## config.mk

```make
export PLATFORM = sky130hd
export DESIGN_NAME = mem_port_arbiter
export DESIGN_NICKNAME = d
export VERILOG_FILES = /design/src/rtl/mem_port_arbiter.sv
export SDC_FILE = /design/constraint.sdc
export NUM_CORES = 1
export LEC_CHECK = 0
export ABC_AREA = 0
export CAP_MARGIN = 20
export CORE_MARGIN = 10
export CORE_UTILIZATION = 37
export DETAILED_ROUTE_END_ITERATION = 7
export PLACE_DENSITY = 0.87
export SLEW_MARGIN = 0
export SYNTH_ARGS = -nofsm -noshare
export SYNTH_HDL_FRONTEND = slang
export SYNTH_SLANG_ARGS = --single-unit
```

## constraint.sdc

```tcl
create_clock -name clk -period 1.7 [get_ports clk]
set_input_delay 0.34 -clock clk [delete_from_list [all_inputs] [get_ports clk]]
set_output_delay 0.34 -clock clk [all_outputs]
set_load 0.02 [all_outputs]
```

## src/rtl/mem_port_arbiter.sv

```systemverilog
// mem_port_arbiter
//   Shares a single-port, fixed-latency SRAM between the instruction-fetch
//   port and the data port of the pipeline. A request is latched when it is
//   granted and held on the SRAM for WAIT_CYCLES cycles. The requester then
//   receives a one-cycle ready pulse, followed by one turnaround cycle in IDLE.
//   When both ports ask at once, the port that was not granted last wins.
//
// Parameters
//   WAIT_CYCLES  SRAM access time in cycles (>= 1)
//   ADDR_WIDTH   address width
//   DATA_WIDTH   data width
//
// Ports
//   clk, rst                 clock, asynchronous active-low reset
//   if_req/if_addr           fetch request (held until if_ready) and address
//   if_rdata/if_ready        registered fetch data, one-cycle completion pulse
//   mem_read_en/mem_write_en data request levels (both high = write)
//   mem_addr/mem_wdata       data address and store data
//   mem_rdata/mem_ready      registered load data, one-cycle completion pulse
//   sram_en/sram_we          SRAM access strobe and write strobe
//   sram_addr/sram_wdata     latched address and store data
//   sram_rdata               SRAM read data, valid in the last wait cycle
//   if_stall/mem_stall       pipeline freeze while a request is unanswered
module mem_port_arbiter #(
  parameter int WAIT_CYCLES = 3,
  parameter int ADDR_WIDTH  = 32,
  parameter int DATA_WIDTH  = 32
) (
  input  logic                  clk,
  input  logic                  rst,
  input  logic                  if_req,
  input  logic [ADDR_WIDTH-1:0] if_addr,
  output logic [DATA_WIDTH-1:0] if_rdata,
  output logic                  if_ready,
  input  logic                  mem_read_en,
  input  logic                  mem_write_en,
  input  logic [ADDR_WIDTH-1:0] mem_addr,
  input  logic [DATA_WIDTH-1:0] mem_wdata,
  output logic [DATA_WIDTH-1:0] mem_rdata,
  output logic                  mem_ready,
  output logic                  sram_en,
  output logic                  sram_we,
  output logic [ADDR_WIDTH-1:0] sram_addr,
  output logic [DATA_WIDTH-1:0] sram_wdata,
  input  logic [DATA_WIDTH-1:0] sram_rdata,
  output logic                  if_stall,
  output logic                  mem_stall
);

  // Counter only has to reach WAIT_CYCLES-1; keep at least one bit.
  localparam int CNT_W = (WAIT_CYCLES > 1) ? $clog2(WAIT_CYCLES) : 1;
  localparam logic [CNT_W-1:0] CNT_LAST = CNT_W'(WAIT_CYCLES - 1);

  typedef enum logic [1:0] {
    IDLE     = 2'd0,
    BUSY_IF  = 2'd1,
    BUSY_MEM = 2'd2,
    RESP     = 2'd3
  } state_t;

  // owner / last_grant encoding: 0 = fetch port, 1 = data port
  state_t                  state_q;
  logic [CNT_W-1:0]        cnt_q;
  logic                    last_grant_q;
  logic                    owner_q;
  logic                    we_q;
  logic [ADDR_WIDTH-1:0]   addr_q;
  logic [DATA_WIDTH-1:0]   wdata_q;
  logic [DATA_WIDTH-1:0]   if_rdata_q;
  logic [DATA_WIDTH-1:0]   mem_rdata_q;

  logic                    mem_pend_d;
  logic                    grant_any_d;
  logic                    grant_mem_d;
  logic                    busy;

  // Grant decision evaluated in IDLE. The data port wins when it asks alone.
  // On a conflict it wins only if the fetch port was granted last.
  always_comb begin
    mem_pend_d  = mem_read_en | mem_write_en;
    grant_any_d = mem_pend_d | if_req;
    grant_mem_d = mem_pend_d & (~if_req | ~last_grant_q);
  end

  always_ff @(posedge clk or negedge rst) begin
    if (!rst) begin
      state_q      <= IDLE;
      cnt_q        <= '0;
      last_grant_q <= 1'b0;
      owner_q      <= 1'b0;
      we_q         <= 1'b0;
      addr_q       <= '0;
      wdata_q      <= '0;
      if_rdata_q   <= '0;
      mem_rdata_q  <= '0;
    end else begin
      unique case (state_q)
        IDLE: begin
          if (grant_any_d) begin
            state_q      <= grant_mem_d ? BUSY_MEM : BUSY_IF;
            cnt_q        <= '0;
            owner_q      <= grant_mem_d;
            last_grant_q <= grant_mem_d;
            // A fetch is always a read; read+write on the data port is a write.
            we_q         <= grant_mem_d & mem_write_en;
            addr_q       <= grant_mem_d ? mem_addr : if_addr;
            if (grant_mem_d) begin
              wdata_q <= mem_wdata;
            end
          end
        end
        BUSY_IF, BUSY_MEM: begin
          if (cnt_q == CNT_LAST) begin
            state_q <= RESP;
            cnt_q   <= '0;
            if (!we_q) begin
              if (owner_q) begin
                mem_rdata_q <= sram_rdata;
              end else begin
                if_rdata_q  <= sram_rdata;
              end
            end
          end else begin
            cnt_q <= cnt_q + 1'b1;
          end
        end
        RESP: begin
          // Turnaround: the requester sees ready and may change its request.
          state_q <= IDLE;
        end
        default: begin
          state_q <= IDLE;
        end
      endcase
    end
  end

  // SRAM strobes and ready pulses come from state only; the SRAM address and
  // data come from the latched copies, so inputs never reach the SRAM directly.
  always_comb begin
    busy       = (state_q == BUSY_IF) || (state_q == BUSY_MEM);
    sram_en    = busy;
    sram_we    = busy & we_q;
    sram_addr  = addr_q;
    sram_wdata = wdata_q;
    if_ready   = (state_q == RESP) & ~owner_q;
    mem_ready  = (state_q == RESP) &  owner_q;
    if_rdata   = if_rdata_q;
    mem_rdata  = mem_rdata_q;
    if_stall   = if_req & ~if_ready;
    mem_stall  = (mem_read_en | mem_write_en) & ~mem_ready;
  end

endmodule

```

==> impl_metrics.env <==
export IMPL_grt_pass1_wl_mm=26.0
export IMPL_status="finished with violations"
export IMPL_synthTopCellsByArea="dfrtp_1 60%, mux2_2 13%, mux2_4 8.0%"
export IMPL_nets=813
export IMPL_synth_top_area_share_pct=59.6
export IMPL_synth_edff_count=0
export IMPL_syn_inst=383
export IMPL_grtUsageTotal_pct=16.1
export IMPL_worstReg2RegEnd="if_rdata[7]$_DFFE_PN0P_"
export IMPL_h_tree_depth=4
export IMPL_cp_arrival_ps=1510
export IMPL_synth_nets=519
export IMPL_grt_pass1_vias=4767
export IMPL_drc_errors=0
export IMPL_diodes=0
export IMPL_reg2reg_from="state_q[0]$_DFFE_PN0P_"
export IMPL_endpoint_kind="primary output"
export IMPL_io_buffers=266
export IMPL_drive_gt1_share_pct=26.4
export IMPL_final_setup_viol_count=68
export IMPL_root_buffer="clkbuf_16"
export IMPL_initial_utilization_pct=37.4
export IMPL_leakage_nw=4.28
export IMPL_die_h_um=143
export IMPL_routedWlPerCell_um=19.3
export IMPL_hpwl_mm=12.8
export IMPL_path_class="reg -> out"
export IMPL_fin_hold_ws_ps=310
export IMPL_stdcell_count=878
export IMPL_synth_cell_types=33
export IMPL_ys_seq_area_share_pct=59.6
export IMPL_drv_cap=0
export IMPL_fin_tns_setup_ps=-5740
export IMPL_synth_ff_type="dfrtp_1"
export IMPL_clk_pin_slew_ps=60
export IMPL_p_per_area_mw_per_mm2=1970
export IMPL_layout_setup_ws_ps=-145
export IMPL_placement_rows=45
export IMPL_dieArea_mm2=0.0205
export IMPL_clk_latency_ps=410
export IMPL_tritoncts="done"
export IMPL_postLayoutCellArea_mm2=0.00922
export IMPL_slew_headroom_pct=74.6
export IMPL_worst_path_max_fanout=3
export IMPL_clock_skew_ps=7.57
export IMPL_startpoint="state_q[0]$_DFFE_PN0P_"
export IMPL_drtIter0Drc=124
export IMPL_cts_max_path_buffers=2
export IMPL_num_vias=4107
export IMPL_nFillCells=1175
export IMPL_design_core_area_mm2=0.0150
export IMPL_grt_start_max_net_pins=72
export IMPL_min_period_ps=1850
export IMPL_synth_largest_area_cell="dfrtp_1"
export IMPL_dpl_instance_area_mm2=0.00863
export IMPL_cts_sinks=134
export IMPL_finalPower_mw=18.1
export IMPL_startpoint_type="flop"
export IMPL_yosys_top_cells_count="134 x dfrtp_1, 64 x mux2_2, 37 x nand2_1"
export IMPL_vias_per_cell=4.68
export IMPL_gp_congestion=0.756
export IMPL_dp_cells=838
export IMPL_io_pin_count=267
export IMPL_worst_r2r_path_depth=6
export IMPL_preCtsSetupSlack_ps=-216
export IMPL_finalHoldViolations=0
export IMPL_yosys_register_bits=134
export IMPL_period_share_pct=109
export IMPL_synth_warnings=0
export IMPL_synth_area_mm2=0.00562
export IMPL_grt_overflow_total=0
export IMPL_synth_area_per_cell_um2=14.7
export IMPL_ir_worst_vdd_v=0.00123
export IMPL_antenna_found_initial=0
export IMPL_wirelength_mm=16.9
export IMPL_violations="negative setup slack"
export IMPL_synth_most_common_cell="dfrtp_1"
export IMPL_hold_path_class="in -> async"
export IMPL_timing_final_max_slew_violations=0
export IMPL_die_w_um=143
export IMPL_syn2layout_area_growth_pct=63.9
export IMPL_worstMarginPinSlew_ps=381
export IMPL_drtPass1Iterations=4
export IMPL_r2r_slack_ps=-140
export IMPL_ant_nets=0
export IMPL_cts_buffers=17
export IMPL_synthArstFlopShare_pct=100
export IMPL_rsz0062_at_grt="yes"
export IMPL_crit_required_ps=1360
export IMPL_postLayoutCoreUtil_pct=61.3
export IMPL_fmax_ghz=0.542
-- worst max-delay path: stages, from the launching register on --
cell	delay (ps)
dfrtp_1	410
inv_2	100
ha_4	210
buf_6	120
and2_4	140
buf_12	130
-- what timing repair did --
action                     CTS  global route
gates resized for setup    157            15
pin swaps                    0             3
setup buffers                3             1
hold endpoints to repair   134             0
hold buffers                 1             0
setup endpoints to repair  198            71
cloned                       1             2
-- worst max-delay path by stage --
stage / depth (start not counted) / endpoint
global route: 5 / sram_we
floorplan: 7 / if_rdata[10]$_DFFE_PN0P_
detailed placement: 6 / sram_wdata[1]$_DFFE_PN0P_
finish: 5 / sram_we
CTS: 5 / sram_we
global placement: 4 / mem_stall
-- power by group --
part | switching [mW] | total (mW) | internal (mW)
Clock | 1.44 | 3.48 | 2.04
Combinational | 4.61 | 8.95 | 4.34
Sequential | 0.873 | 5.71 | 4.84
-- area by class of cell --
class,count,area [um^2],share of cell area (%)
clock buffers,17,425,4.61
clock inverters,15,143,1.55
inverters,2,7.51,0.0814
multi-input cells,226,2170,23.6
flip-flops and latches,134,3350,36.4
well taps,188,235,2.55
repair buffers,296,2880,31.3
-- kinds of logic after synthesis --
logic type / count (synthesis) / synth area share (%)
adders and majority gates: 3 / 0.667
muxes: 131 / 27.5
buffers and inverters: 23 / 3.49
DFF: 134 / 59.6
AOI/OAI and AO/OA: 40 / 4.18
and+or+nand+nor: 52 / 4.56
-- layout by cell type (no fill, tap or decap), types with 9 or more instances in the layout --
| cell type | netlist | layout |
|---|---|---|
| mux2_2 | 64 | 61 |
| dlygate4sd2_1 | 0 | 128 |
| mux2i_1 | 34 | 34 |
| buf_4 | 3 | 17 |
| clkdlybuf4s50_1 | 0 | 131 |
| nand2_1 | 37 | 37 |
| buf_6 | 4 | 9 |
| mux2_4 | 30 | 36 |
| dfrtp_1 | 134 | 134 |
| o21ai_0 | 32 | 32 |
| clkbuf_16 | 0 | 18 |
-- state kept, by name (all words and copies together), names as in the netlist --
signal and flops:
state_q 2, mem_rdata 32, if_rdata 32, we_q 1
cnt_q 2, owner_q 1, sram_wdata 32, sram_addr 32
-- layer usage --
layer	GRT usage, %	wire, um	vias up
met5	0	0	-
met1	17.3	6420	1995
met3	8.25	1780	11
met2	27.5	8570	167
li1	-	-	1934
met4	4.57	157	0
(Power assumes the default switching activity.)
